$ cat src/rtl/draw_seq_pkg.sv
// draw_seq_pkg: shared FSM states, idle/clear command and default sizes for draw_sequencer.
package draw_seq_pkg;
    typedef enum logic [1:0] {IDLE, CLEAR, DRAW, FLUSH} state_e;
    localparam logic [4:0] CMD_IDLE = 5'b01111;
    localparam int DEF_NUM_SLOTS = 15;
    localparam int DEF_SLOT_CYCLES = 16;
    localparam int DEF_CLEAR_CYCLES = 162 * 122;
    localparam int IDX_W = 4;
endpackage

$ cat src/rtl/draw_sequencer_if.sv
// draw_sequencer_if: frame request and drawing-datapath command bundle of draw_sequencer.
interface draw_sequencer_if import draw_seq_pkg::*; #(
    parameter int NUM_SLOTS = DEF_NUM_SLOTS
);
    logic                 frame_tick;
    logic [NUM_SLOTS-1:0] active;
    logic [4:0]           command;
    logic                 plot;
    logic                 busy;
    logic                 done;
    logic                 overrun;
    modport master (output frame_tick, active, input command, plot, busy, done, overrun);
    modport slave (input frame_tick, active, output command, plot, busy, done, overrun);
endinterface

$ cat src/rtl/draw_sequencer_slot_finder.sv
// slot_finder: lowest set bit of vec_i at or above from_i, none_o when no such bit exists.
module slot_finder import draw_seq_pkg::*; #(
    parameter int N = DEF_NUM_SLOTS
) (
    input  logic [N-1:0]     vec_i,
    input  logic [IDX_W-1:0] from_i,
    output logic [IDX_W-1:0] idx_o,
    output logic             none_o
);
    always_comb begin
        idx_o = '0;
        none_o = 1'b1;
        for (int i = N - 1; i >= 0; i--) begin
            if (vec_i[i] && i >= int'(from_i)) begin
                idx_o = IDX_W'(i);
                none_o = 1'b0;
            end
        end
    end
endmodule

$ cat src/rtl/draw_sequencer.sv
// draw_sequencer: per-frame clear scan then 4x4 slot draws; the clear phase exists only
// when DRAW_SEQ_CLEAR_EN is defined.
module draw_sequencer import draw_seq_pkg::*; #(
    parameter int NUM_SLOTS    = DEF_NUM_SLOTS,
    parameter int SLOT_CYCLES  = DEF_SLOT_CYCLES,
    parameter int CLEAR_CYCLES = DEF_CLEAR_CYCLES
) (
    input logic              CLK,
    input logic              reset,
    draw_sequencer_if.slave  bus
);
    localparam int CNT_MAX = CLEAR_CYCLES > SLOT_CYCLES ? CLEAR_CYCLES : SLOT_CYCLES;
    localparam int CNT_W = $clog2(CNT_MAX + 1);
    localparam logic [CNT_W-1:0] SLOT_LAST = CNT_W'(SLOT_CYCLES - 1);
`ifdef DRAW_SEQ_CLEAR_EN
    localparam logic [CNT_W-1:0] CLEAR_LAST = CNT_W'(CLEAR_CYCLES - 1);
`endif

    state_e               state_q;
    logic [NUM_SLOTS-1:0] active_q;
    logic [IDX_W-1:0]     slot_q;
    logic [CNT_W-1:0]     cnt_q;
    logic [4:0]           command_q;
    logic                 plot_q;
    logic                 busy_q;
    logic                 done_q;
    logic                 overrun_q;
    logic [IDX_W-1:0]     find_idx;
    logic                 find_none;
    state_e               draw_state;
    logic [4:0]           draw_cmd;

    // In IDLE the live mask is searched so a clear-less frame can start drawing immediately
    slot_finder #(.N(NUM_SLOTS)) u_finder (
        .vec_i  (state_q == IDLE ? bus.active : active_q),
        .from_i (state_q == DRAW ? slot_q + 1'b1 : '0),
        .idx_o  (find_idx),
        .none_o (find_none)
    );

    assign draw_state = find_none ? FLUSH : DRAW;
    assign draw_cmd = find_none ? CMD_IDLE : {1'b1, find_idx};

    always_ff @(posedge CLK) begin
        if (reset) begin
            state_q   <= IDLE;
            active_q  <= '0;
            slot_q    <= '0;
            cnt_q     <= '0;
            command_q <= CMD_IDLE;
            plot_q    <= 1'b0;
            busy_q    <= 1'b0;
            done_q    <= 1'b0;
            overrun_q <= 1'b0;
        end else begin
            plot_q    <= state_q == CLEAR || state_q == DRAW;
            overrun_q <= bus.frame_tick && (busy_q || done_q);
            done_q    <= 1'b0;
            case (state_q)
                IDLE: if (bus.frame_tick && !done_q) begin
                    active_q <= bus.active;
                    busy_q   <= 1'b1;
                    cnt_q    <= '0;
`ifdef DRAW_SEQ_CLEAR_EN
                    state_q   <= CLEAR;
                    command_q <= CMD_IDLE;
`else
                    state_q   <= draw_state;
                    slot_q    <= find_idx;
                    command_q <= draw_cmd;
`endif
                end
`ifdef DRAW_SEQ_CLEAR_EN
                CLEAR: if (cnt_q == CLEAR_LAST) begin
                    cnt_q     <= '0;
                    state_q   <= draw_state;
                    slot_q    <= find_idx;
                    command_q <= draw_cmd;
                end else begin
                    cnt_q <= cnt_q + 1'b1;
                end
`endif
                DRAW: if (cnt_q == SLOT_LAST) begin
                    cnt_q     <= '0;
                    state_q   <= draw_state;
                    slot_q    <= find_idx;
                    command_q <= draw_cmd;
                end else begin
                    cnt_q <= cnt_q + 1'b1;
                end
                FLUSH: begin
                    state_q <= IDLE;
                    busy_q  <= 1'b0;
                    done_q  <= 1'b1;
                end
                default: state_q <= IDLE;
            endcase
        end
    end

    assign bus.command = command_q;
    assign bus.plot    = plot_q;
    assign bus.busy    = busy_q;
    assign bus.done    = done_q;
    assign bus.overrun = overrun_q;
endmodule

$ cat src/flat_wrapper.sv
// flat-port wrapper written by rule: the top's interface ports become plain ports
module draw_sequencer_flat import draw_seq_pkg::*;
#(
    parameter int NUM_SLOTS    = DEF_NUM_SLOTS,
    parameter int SLOT_CYCLES  = DEF_SLOT_CYCLES,
    parameter int CLEAR_CYCLES = DEF_CLEAR_CYCLES
)
  (CLK, reset, bus_frame_tick, bus_active, bus_command, bus_plot, bus_busy, bus_done, bus_overrun);
  draw_sequencer_if #(.NUM_SLOTS(NUM_SLOTS)) bus_i ();
  input logic CLK;
  input logic reset;
  input wire logic [$bits(bus_i.frame_tick)-1:0] bus_frame_tick;
  input wire logic [$bits(bus_i.active)-1:0] bus_active;
  output wire logic [$bits(bus_i.command)-1:0] bus_command;
  output wire logic [$bits(bus_i.plot)-1:0] bus_plot;
  output wire logic [$bits(bus_i.busy)-1:0] bus_busy;
  output wire logic [$bits(bus_i.done)-1:0] bus_done;
  output wire logic [$bits(bus_i.overrun)-1:0] bus_overrun;
  assign bus_i.frame_tick = bus_frame_tick;
  assign bus_i.active = bus_active;
  assign bus_command = bus_i.command;
  assign bus_plot = bus_i.plot;
  assign bus_busy = bus_i.busy;
  assign bus_done = bus_i.done;
  assign bus_overrun = bus_i.overrun;
  draw_sequencer #(.NUM_SLOTS(NUM_SLOTS), .SLOT_CYCLES(SLOT_CYCLES), .CLEAR_CYCLES(CLEAR_CYCLES)) u_core (.CLK(CLK), .reset(reset), .bus(bus_i));
endmodule
$ cat config.mk
export PLATFORM = sky130hd
export DESIGN_NAME = draw_sequencer_flat
export DESIGN_NICKNAME = d
export VERILOG_FILES = /design/src/rtl/draw_seq_pkg.sv /design/src/rtl/draw_sequencer_if.sv /design/src/rtl/draw_sequencer_slot_finder.sv /design/src/rtl/draw_sequencer.sv /design/src/flat_wrapper.sv
export SDC_FILE = /design/constraint.sdc
export NUM_CORES = 1
export LEC_CHECK = 0
export ABC_AREA = 1
export BUFFER_PORTS_ARGS = -buffer_cell sky130_fd_sc_hd__buf_2
export CAP_MARGIN = 20
export CORE_ASPECT_RATIO = 1.75
export CORE_UTILIZATION = 40
export DETAILED_ROUTE_END_ITERATION = 10
export PLACE_DENSITY = 0.69
export SYNTH_ARGS = -nofsm -noshare
export SYNTH_HDL_FRONTEND = slang
export SYNTH_SLANG_ARGS = --single-unit
$ cat constraint.sdc
create_clock -name CLK -period 6.1 [get_ports CLK]
set_clock_uncertainty 0.05 [all_clocks]
set_input_delay 1.22 -clock CLK [delete_from_list [all_inputs] [get_ports CLK]]
set_output_delay 1.22 -clock CLK [all_outputs]
set_load 0.1 [all_outputs]
# Word level (Yosys, flattened, before mapping)

Cells that the tools add are included.

Bits in registers: 45
Input bits: 18
Output and inout bits: 9
Word-level logic and storage cells: 109

Add/subtract/negate cells: 2
Order comparisons: 15
Eq/ne operators: 6
Multiplexer cells: 49
Reductions and logical operators: 28

Operators by type and width:

| operator                                             | number |
|---|---|
| 2-to-1 mux 4 bit                                     | 18 |
| 2-to-1 mux 15 bit                                    | 3 |
| one-hot mux 15 bit (2 select lines)                  | 1 |
| >= comparator 4 bit, first input constant            | 7 |
| 2-to-1 mux 1 bit                                     | 18 |
| logical AND 1 bit                                    | 17 |
| >= comparator 3 x 4 -> 1 bit, first input constant   | 4 |
| adder 15 x 1 -> 15 bit, second input constant        | 1 |
| equality test 15 x 4 -> 1 bit, second input constant | 1 |
| 2-to-1 mux 5 bit                                     | 3 |
| one-hot mux 5 bit (2 select lines)                   | 1 |
| >= comparator 1 x 4 -> 1 bit, first input constant   | 2 |
| >= comparator 2 x 4 -> 1 bit, first input constant   | 2 |
| one-hot mux 4 bit (2 select lines)                   | 1 |
| AND reduction 2 bit                                  | 4 |
| adder 4 x 1 -> 4 bit, second input constant          | 1 |
| equality test 2 bit, second input constant           | 2 |
| 2-to-1 mux 2 bit                                     | 2 |
| inequality test 2 bit, second input constant         | 2 |
| one-hot mux 2 bit (2 select lines)                   | 1 |
| nonzero test 2 bit                                   | 2 |
| AND reduction 3 bit                                  | 1 |
| equality test 2 x 1 -> 1 bit, second input constant  | 1 |
| logical NOT 2 bit                                    | 1 |
| other kinds (3)                                      | 4 |

# Longest topological paths before layout

Gate-level depths: netlist of run 1.

Depth after elaboration: 22
Gate-level depth with buffers: 22
Mapped depth without buffers: 22

# By module

A second synthesis of run 1 with hierarchy kept.

Cells, all modules: 362
Area, all modules: 2,434.8 µm²

Modules (own cells, without submodules):

| module         | instances | cells an instance | area each (µm²) | sequential area each (µm²) |
|---|---|---|---|---|
| draw_sequencer | 1         | 294               | 2,108.3         | 900.9 |
| slot_finder    | 1         | 68                | 326.6           | 0.0 |

# Worst setup path before layout of run 1

No wires, ideal clock.

Path type: input -> register
Start point: input bus_frame_tick
End point: register u_core.cnt_q[14]
Setup time: 0.117 ns
Arrival time: 2.576 ns
Data required time: 5.933 ns
Path slack: 3.357 ns
Cell stages on the path: 14
Buffers on the path: 0
Cells stage by stage: inv_1 -> nor2_2 -> nand2_2 -> o21ai_4 -> nand3_1 -> inv_1 -> and3_1 -> nand2_2 -> nor2_4 -> nand3_2 -> nor2_4 -> nand3_2 -> o21ai_1 -> a21oi_1

Longest elaborated chain between the ends: 3

RTL lines:

| item                            | RTL line             | text |
|---|---|---|
| start, declared                 | flat_wrapper.sv:12   | `input wire logic [$bits(bus_i.frame_tick)-1:0] bus_frame_tick;` |
| logical AND 1 bit               | draw_sequencer.sv:60 | `IDLE: if (bus.frame_tick && !done_q) begin` |
| inequality test 2 bit (no line) | -                    |  |
| AND reduction 2 bit (no line)   | -                    |  |
| end signal, assigned            | draw_sequencer.sv:89 | `cnt_q <= cnt_q + 1'b1;` |
| end, declared                   | draw_sequencer.sv:22 | `logic [CNT_W-1:0] cnt_q;` |

No other way between the ends.
A chain may end at the register's enable or synchronous reset.

# Final worst setup path of run 1

Start point: register u_core.state_q[0]
End point: register u_core.cnt_q[14]

Longest elaborated chain between the ends: 3
Elaborated cells on any way between the ends: 6
Classes of those cells: eq/ne (2); mux (1); reduce/logical (3)

RTL lines:

| item                                                                  | RTL line             | text |
|---|---|---|
| start, declared                                                       | draw_sequencer.sv:19 | `state_e state_q;` |
| start signal, assigned                                                | draw_sequencer.sv:68 | `state_q <= draw_state;` |
| start signal, assigned                                                | draw_sequencer.sv:85 | `state_q <= draw_state;` |
| equality test 2 bit or logical NOT 2 bit (tied branches)              | draw_sequencer.sv:59 | `case (state_q)` |
| nonzero test 2 bit (no line) or inequality test 2 bit (tied branches) | -                    |  |
| AND reduction 2 bit (no line)                                         | -                    |  |

Parallel ways exist; a longest one is shown, timed or not.

==> results of run 1 <==
[state kept, by name, summed over array words and instances (netlist names), 2 cells and up]
name	cells
u_core.cnt_q	15
u_core.state_q	2
u_core.active_q	15
u_core.bus.command	5
u_core.slot_q	4
[cell type report]
type	instances	area, sq um	area share [%]
well taps	76	95.1	3.56
clock buffers	5	68.8	2.58
multi-input cells	235	1230	46.1
inverters	48	180	6.75
flip-flops and latches	45	901	33.7
repair buffers	26	130	4.87
clock inverters	3	65.1	2.44
[cell families (layout without fill, tap and decap cells)]
| group | count (synthesis) | after routing | share of synthesized area, % |
|---|---|---|---|
| fa+ha+maj | 5 | 5 | 2.66 |
| compound gates | 81 | 81 | 19.3 |
| flops | 45 | 45 | 38.3 |
| simple gates | 147 | 147 | 29.4 |
| mux | 2 | 2 | 0.850 |
| buf+inv | 57 | 82 | 9.51 |
[metal layers]
layer	vias up	global-route usage, %	wire [um]
li1	1147	-	-
met1	967	20.2	2050
met2	35	31.7	2760
met3	7	3.37	127
met4	0	7.48	87
met5	-	0	0
[worst max-delay path: cells and delay by family (launching register included)]
kind | cells | cell delay (ns)
AND/OR/NAND/NOR | 8 | 1.31
adder cells (fa/ha/maj) | 1 | 0.84
AO/OA/AOI/OAI | 3 | 0.46
flip-flops | 1 | 0.34
buffers and inverters | 2 | 0.18
[layout by cell type, fill, tap and decap left out, types with 2 or more instances in the layout]
master / instances
mux2i_1: 2
dfxtp_1: 45
o21a_1: 2
o22ai_1: 2
bufinv_16: 2
nand2_1: 70
nand3_2: 3
nand3_1: 17
inv_1: 44
inv_2: 4
and3_1: 2
ha_1: 5
nor3_1: 9
a21oi_1: 35
o21ai_0: 33
clkbuf_8: 5
buf_2: 26
nor2_2: 4
nor2_1: 26
nor2_4: 3
nand4_1: 4
nand2_2: 4
[worst max path at each step]
stage / from / endpoint / cells past startpoint
final: u_core.state_q[0] / u_core.cnt_q[14] / 14
after global routing: u_core.state_q[0] / u_core.cnt_q[14] / 14
after CTS: u_core.state_q[0] / u_core.cnt_q[14] / 14
after detailed placement: bus_frame_tick / u_core.cnt_q[14] / 15
after global placement: bus_frame_tick / u_core.cnt_q[14] / 15
after floorplan: bus_frame_tick / u_core.cnt_q[14] / 14
[where the power goes]
part,internal [mW],switching (mW)
clock network,0.163,0.106
logic,0.0441,0.122
registers,0.313,0.0103
[metrics by stage]
stage	hold slack, ns	worst slack [ns]
after global placement	0.384	2.76
after detailed placement	0.392	2.69
after global routing	0.422	2.36
final	0.402	2.80
after floorplan	0.374	3.36
after CTS	0.404	2.76
==> results.yml, run 1 <==
global_route:
  grt_antenna_before_repair: 0
  grtUsageTotal_pct: 18.0
  first_global_vias: 2026
  grt_overflow: 0
  grt_first_pass_wirelength_mm: 8.67
  grt_max_degree: 32
floorplan:
  placeableCoreArea_sq_um: 5630
  initial_utilization_pct: 41.8
  i_o_pins: 27
  die_width_um: 60
  floorplan.die.height_um: 104
  placementRows: 36
  dieArea_sq_um: 6210
cts:
  tritoncts.num_buffers: 5
  postCtsSetupRepairBufs: 0
  htreeDepth: 2
  worstSkewPairLatency_ns: 0.31
  cts-root-to-sink-buffers: 2
  ctsRootBufferMaster: "clkbuf_8"
  numClockSinks: 45
  cts_hold_buf: 0
  worst_setup_hold_path_clk_slew_ns: 0.09
  clock_tree_from_tritoncts: "built"
  gates_resized_cts_repair: 0
timing:
  slew_violations: 0
  worstMarginPinSlew_ns: 1.03
  final-setup-viol-count: 0
  final-hold-violation-count: 0
  slew_headroom_pct: 31.2
  setup_total_negative_slack_ns: 0
  fmax_ghz: 0.303
  final_min_period_over_clock_period_pct: 54.2
  period_minus_slack_ns: 3.30
  rsz_0062_raised_after_global_routing: "no"
detailed_routing:
  drt-initial-drc-count: 50
  detail-route-antenna-nets: 0
  drc: 0
  drt-pass1-iter-count: 4
  drt-vias-per-instance: 4.92
  post_drt_wl_per_cell_um: 11.5
  number_of_vias_after_detailed_routing: 2156
  drt-total-wl_mm: 5.03
yosys:
  syn-cell-area_sq_um: 2350
  yosysMostFrequentCell: "nand2_1"
  post_synthesis_mean_instance_area_sq_um: 6.99
  ys_seq_elements: 45
  yosys.cell_types.count: 36
  seq_area_frac_synth_pct: 38.3
  ys_warnings: 0
  yosys-top-cells-area: "dfxtp_1, nand2_1, a21oi_1, inv_1, o21ai_0"
  synth_area_leader_cell: "dfxtp_1"
  mappedNetlistNets: 360
  postSynth.topFlopCell: "dfxtp_1"
  asyncSetResetFlopFracSynth_pct: 0
  syn-instance-count: 337
  synthTopCellsByCount: "nand2_1, dfxtp_1, inv_1"
  synth_top_cell_area_share_pct: 38.3
  synth_edf_count: 0
cells_and_area:
  final_net_count: 384
  antenna_cells: 0
  num-fill-cells: 589
  final_layout_size_suffix_gt1_share_pct: 16.0
  finish.utilization_pct: 47.4
  area_growth_syn_to_layout_pct: 13.4
  finalNonFillerCells: 438
  layout.cell_area.non_filler_sq_um: 2670
power_and_ir_drop:
  power.density_cell_area_nw_per_um2: 284
  p_total_mw: 0.759
  leakagePower_nw: 1.17
  max-vdd-ir-drop_mv: 0.195
placement:
  placedInstanceArea_sq_um: 2540
  weighted_congestion_at_the_end_of_routability_driven_global_placement: 0.918
  post-dp-hpwl_mm: 3.89
  io_buffers: 26
  dp_cells: 430
setup_path:
  worstReg2RegEnd: "u_core.cnt_q[14]"
  crit_chain: "inv_1 > ha_1 > nand2_2 > o21ai_4 > nand3_1 > inv_1 > and3_1 > nand2_2 > nor2_4 > nand3_2 > nor2_4 > nand3_2 > o21ai_1 > a21oi_1"
  minimum_setup_slack_among_reg_to_reg_paths_ns: 2.80
  arrival_ns: 3.45
  cp-end-kind: "flop"
  critical_path.max_stage_delay_ns: 0.84
  critical_path.startpoint_type: "flop"
  crit_path_max_fanout: 31
  reg2regPathDepth: 14
  path_class: "flop to flop"
  slowest_stage: "ha_1"
  crit_required_ns: 6.24
  worstReg2RegStart: "u_core.state_q[0]"
min_path:
  worstHoldEndpoint: "u_core.active_q[1]"
  hold_path_depth: 2
  worst_hold_path_type: "flop to flop"
  startpoint_of_the_lowest_slack_hold_path: "u_core.active_q[1]"
run_status:
  outcome: "finished clean"
job:
  cap_violations: 0
No activity file was read; power rests on OpenSTA's default activity.
==> inputs of run 2 (changes only) <==
--- a/config.mk
+++ b/config.mk
@@ -11,7 +11,7 @@
 export CORE_ASPECT_RATIO = 1.75
 export CORE_UTILIZATION = 40
 export DETAILED_ROUTE_END_ITERATION = 10
-export PLACE_DENSITY = 0.69
+export PLACE_DENSITY = 0.71
 export SYNTH_ARGS = -nofsm -noshare
 export SYNTH_HDL_FRONTEND = slang
 export SYNTH_SLANG_ARGS = --single-unit
==> constraint.sdc (replaced) <==
create_clock -name CLK -period 2.8 [get_ports CLK]
set_clock_uncertainty 0.05 [all_clocks]
set_input_delay 0.56 -clock CLK [delete_from_list [all_inputs] [get_ports CLK]]
set_output_delay 0.56 -clock CLK [all_outputs]
set_load 0.1 [all_outputs]
==> results.yml, run 2 (synthesis results as in run 1) <==
cts:
  gates_resized_cts_repair: 0
  tritoncts.num_buffers: 5
  numClockSinks: 45
  ctsRootBufferMaster: "clkbuf_8"
  worst_setup_hold_path_clk_slew_ns: 0.09
  clock_tree_from_tritoncts: "built"
  cts-root-to-sink-buffers: 2
  postCtsSetupRepairBufs: 0
  worstSkewPairLatency_ns: 0.31
  htreeDepth: 2
  cts_hold_buf: 0
run_status:
  outcome: "finished clean"
power_and_ir_drop:
  leakagePower_nw: 1.18
  power.density_cell_area_nw_per_um2: 596
  p_total_mw: 1.60
  max-vdd-ir-drop_mv: 0.338
setup_path:
  path_class: "flop to flop"
  crit_chain: "inv_1 > ha_1 > buf_4 > nand2_2 > o21ai_4 > nand3_1 > inv_1 > and3_1 > nand2_2 > nor2_4 > nand3_2 > nor2_4 > nand3_2 > o21ai_1 > a21oi_1"
  crit_path_max_fanout: 24
  critical_path.max_stage_delay_ns: 0.33
  slowest_stage: "dfxtp_1"
  reg2regPathDepth: 15
  arrival_ns: 2.54
  cp-end-kind: "flop"
  critical_path.startpoint_type: "flop"
  crit_required_ns: 2.96
cells_and_area:
  final_net_count: 388
  antenna_cells: 0
  multi_input_area_sq_um: 1230
  area_growth_syn_to_layout_pct: 13.9
  ff_latch_area_sq_um: 901
  finish.utilization_pct: 47.6
  layout.cells.most_common_list: "nand2_1, dfxtp_1, inv_1"
  num-fill-cells: 607
  layout.cells.most_common: "nand2_1"
  final_layout_size_suffix_gt1_share_pct: 16.7
timing:
  final-setup-viol-count: 0
  setup_total_negative_slack_ns: 0
  final_min_period_over_clock_period_pct: 85.0
  slew_violations: 0
  fmax_ghz: 0.420
  period_minus_slack_ns: 2.38
  final-hold-violation-count: 0
  rsz_0062_raised_after_global_routing: "no"
  worstMarginPinSlew_ns: 0.508
  slew_headroom_pct: 66.1
detailed_routing:
  met3_length_um: 121
  detail-route-antenna-nets: 0
  drt-vias-per-instance: 4.96
  drt-total-wl_mm: 5.31
  drt-initial-drc-count: 65
  post_drt_wl_per_cell_um: 12.0
  detailroute.wirelength.met2_mm: 2.95
  top_routing_layer_used: "met4"
  drt-pass1-iter-count: 5
  drc: 0
  number_of_vias_after_detailed_routing: 2191
  route.layer.met1.wl_mm: 2.11
global_route:
  grtUsageTotal_pct: 19.1
  grt_max_degree: 29
  grt_antenna_before_repair: 0
  grt_overflow: 0
  grt_first_pass_wirelength_mm: 9.00
  first_global_vias: 2118
min_path:
  worst_hold_path_type: "flop to flop"
  hold_path_depth: 2
floorplan:
  dieArea_sq_um: 6210
  initial_utilization_pct: 41.8
  floorplan.die.height_um: 104
  placementRows: 36
  die_width_um: 60
  placeableCoreArea_sq_um: 5630
  i_o_pins: 27
placement:
  io_buffers: 26
  post-dp-hpwl_mm: 4.10
  weighted_congestion_at_the_end_of_routability_driven_global_placement: 0.884
job:
  cap_violations: 0
run 2: changes by cell type in the layout (fill, tap and decap cells not counted), sizes merged:
cell,delta
buf,+4
bufinv,-1
clkbuf,+2
clkinv,-1
run 2: final cells by class:
type / count / share of cell area [%]
Sequential cell: 45 / 33.6
Tap cell: 76 / 3.54
Multi-Input combinational cell: 235 / 45.8
Clock buffer: 7 / 3.22
Clock inverter: 1 / 1.12
Timing Repair Buffer: 30 / 5.97
Inverter: 48 / 6.72
run 2: report_power, final:
group	switching (mW)	internal [mW]	leakage, nW	total (mW)
Combinational	0.271	0.102	0.756	0.374
Sequential	0.0215	0.681	0.369	0.703
Clock	0.231	0.291	0.0585	0.522
Total	0.524	1.07	1.18	1.60
run 2: path summary, 6_finish.rpt:
path              slack, ns                  to                from
setup / recovery       0.42    u_core.cnt_q[14]   u_core.state_q[0]
hold / removal         0.40  u_core.active_q[1]  u_core.active_q[1]
setup reg to reg       0.42    u_core.cnt_q[14]   u_core.state_q[0]
hold reg to reg        0.40  u_core.active_q[1]  u_core.active_q[1]
run 2: critical path: cells and delay by family, from the launching register on:
family / cells / cell delay, ns
flip-flops: 1 / 0.33
AND/OR/NAND/NOR: 8 / 0.90
buffers and inverters: 3 / 0.47
adder cells (fa/ha/maj): 1 / 0.23
AO/OA/AOI/OAI: 3 / 0.31
run 2: metal layers:
metal / global-route usage [%] / vias up
met3: 4.24 / 11
met4: 8.31 / 0
met1: 19.3 / 999
met2: 34.9 / 26
met5: 0 / -
li1: - / 1155
run 2: per-stage QoR:
step	area, sq um	instances	setup slack (ns)	hold WS, ns
after floorplan	2350	337	0.500	0.374
after global placement	2570	434	0.491	0.386
after detailed placement	2570	434	0.448	0.393
after CTS	2680	442	0.427	0.406
after global routing	2680	442	0.102	0.420
final	2680	442	0.421	0.401
==> inputs of run 3 (changes only) <==
==> constraint.sdc (replaced) <==
create_clock -name CLK -period 2 [get_ports CLK]
set_clock_uncertainty 0.05 [all_clocks]
set_input_delay 0.4 -clock CLK [delete_from_list [all_inputs] [get_ports CLK]]
set_output_delay 0.4 -clock CLK [all_outputs]
set_load 0.1 [all_outputs]
==> results.yml, run 3 (synthesis results as in run 1) <==
setup_path:
  path_class: "flop to flop"
  minimum_setup_slack_among_reg_to_reg_paths_ns: -0.18
  worstReg2RegStart: "u_core.state_q[1]"
  crit_chain: "buf_6 > ha_4 > buf_6 > inv_4 > o21ai_4 > buf_6 > buf_6 > inv_1 > nor2_2 > and3_4 > nand2_4 > nor4_4 > nor3_1"
  cp-end-kind: "flop"
  worstReg2RegEnd: "u_core.cnt_q[13]"
  crit_required_ns: 2.15
  arrival_ns: 2.33
  critical_path.startpoint_type: "flop"
  reg2regPathDepth: 13
  critical_path.max_stage_delay_ns: 0.35
  slowest_stage: "dfxtp_2"
  path_common_cell: "buf_6"
  crit_path_max_fanout: 5
min_path:
  hold_path_depth: 3
  worstHoldEndpoint: "u_core.active_q[4]"
  startpoint_of_the_lowest_slack_hold_path: "bus_active[4]"
  worst_hold_path_type: "primary input to flop"
cells_and_area:
  layout.cells.most_common: "nand2_1"
  final_net_count: 449
  final_layout_size_suffix_gt1_share_pct: 41.5
  antenna_cells: 0
  layout.cells.most_common_list: "nand2_1, buf_4, inv_1, dfxtp_1, a21oi_1"
  layout.cell_area.non_filler_sq_um: 3470
  area_growth_syn_to_layout_pct: 47.3
  num-fill-cells: 502
floorplan:
  initial_utilization_pct: 41.8
  i_o_pins: 27
  floorplan.die.height_um: 104
  placeableCoreArea_sq_um: 5630
  dieArea_sq_um: 6210
  placementRows: 36
  die_width_um: 60
timing:
  slew_headroom_pct: 67.8
  final-hold-violation-count: 0
  final-setup-viol-count: 15
  worstMarginPinSlew_ns: 0.486
  rsz_0062_raised_after_global_routing: "yes"
  postLayoutSetupSlackWorst_ns: -0.177
  final_min_period_over_clock_period_pct: 109
  slew_violations: 0
  period_minus_slack_ns: 2.18
  fmax_ghz: 0.459
placement:
  io_buffers: 26
  post-dp-hpwl_mm: 4.75
  placedInstanceArea_sq_um: 2960
  weighted_congestion_at_the_end_of_routability_driven_global_placement: 1.02
global_route:
  first_global_vias: 2468
  grt_overflow: 0
  grt_antenna_before_repair: 0
  grt_first_pass_wirelength_mm: 10.8
  grtUsageTotal_pct: 23.3
  grt_max_degree: 29
power_and_ir_drop:
  max-vdd-ir-drop_mv: 0.485
  leakagePower_nw: 1.57
  power.density_cell_area_nw_per_um2: 723
  p_total_mw: 2.51
job:
  cap_violations: 0
cts:
  worst_setup_hold_path_clk_slew_ns: 0.09
  htreeDepth: 2
  worstSkewPairLatency_ns: 0.30
  tritoncts.num_buffers: 5
  cts-root-to-sink-buffers: 2
  numClockSinks: 45
  cts_hold_buf: 0
  clock_tree_from_tritoncts: "built"
  ctsRootBufferMaster: "clkbuf_8"
detailed_routing:
  number_of_vias_after_detailed_routing: 2511
  drt-total-wl_mm: 6.87
  drt-pass1-iter-count: 4
  drt-initial-drc-count: 74
  post_drt_wl_per_cell_um: 13.6
  drt-vias-per-instance: 4.99
  drc: 0
  detail-route-antenna-nets: 0
run_status:
  outcome: "complete, but fails checks"
  failed_checks: "negative setup slack"
==> run 3: worst max path at each step <==
stage	from	end	slack (ns)	depth (start not counted)
floorplan	u_core.state_q[0]	u_core.cnt_q[14]	-0.03	14
global placement	u_core.state_q[1]	u_core.bus.command[1]	-0.19	12
detailed placement	u_core.state_q[1]	u_core.slot_q[1]	-0.20	12
CTS	u_core.state_q[1]	u_core.cnt_q[14]	-0.04	15
global route	u_core.state_q[1]	u_core.cnt_q[13]	-0.30	13
finish	u_core.state_q[1]	u_core.cnt_q[13]	-0.18	13
==> run 3: worst max-delay path: cells and delay by family, from the launching register on <==
kind	cells	cell delay, ns
and+or+nand+nor	5	0.79
buffers and inverters	6	0.55
DFF	1	0.35
AOI/OAI and AO/OA	1	0.19
adders and majority gates	1	0.16
==> run 3: final cells by class <==
| cell class | count | area, sq um | share of cell area (%) |
|---|---|---|---|
| timing repair buffer | 91 | 689 | 19.9 |
| clock buffer | 7 | 86.3 | 2.49 |
| inverter | 48 | 185 | 5.34 |
| sequential | 45 | 910 | 26.2 |
| clock inverter | 1 | 30.0 | 0.865 |
| tap | 76 | 95.1 | 2.74 |
| multi-input combinational | 235 | 1470 | 42.5 |
==> run 3: through the flow <==
step	setup slack, ns	util, %	hold slack (ns)	std cells	setup TNS [ns]
floorplan	-0.0274	-	0.374	337	-0.0274
global placement	-0.194	52.5	0.384	481	-1.25
detailed placement	-0.198	52.5	0.391	481	-1.49
CTS	-0.0393	58.2	0.311	495	-0.0977
global route	-0.297	61.6	0.324	503	-3.50
finish	-0.177	61.6	0.319	503	-1.19
==> run 3: power by group <==
group          total (mW)  switching, mW  internal (mW)  leakage [nW]
combinational       0.799          0.479          0.320          1.14
clock               0.723          0.315          0.408        0.0585
sequential          0.986         0.0301          0.956         0.372
total                2.51          0.824           1.68          1.57
==> run 3: repair_timing <==
item                                    in CTS  in global routing
pin swaps                                    3                  4
endpoints found under the setup margin      19                 24
buffers inserted                             5                  8
cloned                                       1                  0
resized for setup                           54                 34
==> run 3: layer usage <==
| metal | track usage, % | routed length (um) | vias to the layer above |
|---|---|---|---|
| li1 | - | - | 1283 |
| met1 | 22.0 | 2370 | 1144 |
| met2 | 41.2 | 3880 | 56 |
| met3 | 4.12 | 187 | 28 |
| met4 | 17.9 | 431 | 0 |
| met5 | 0 | 0 | - |
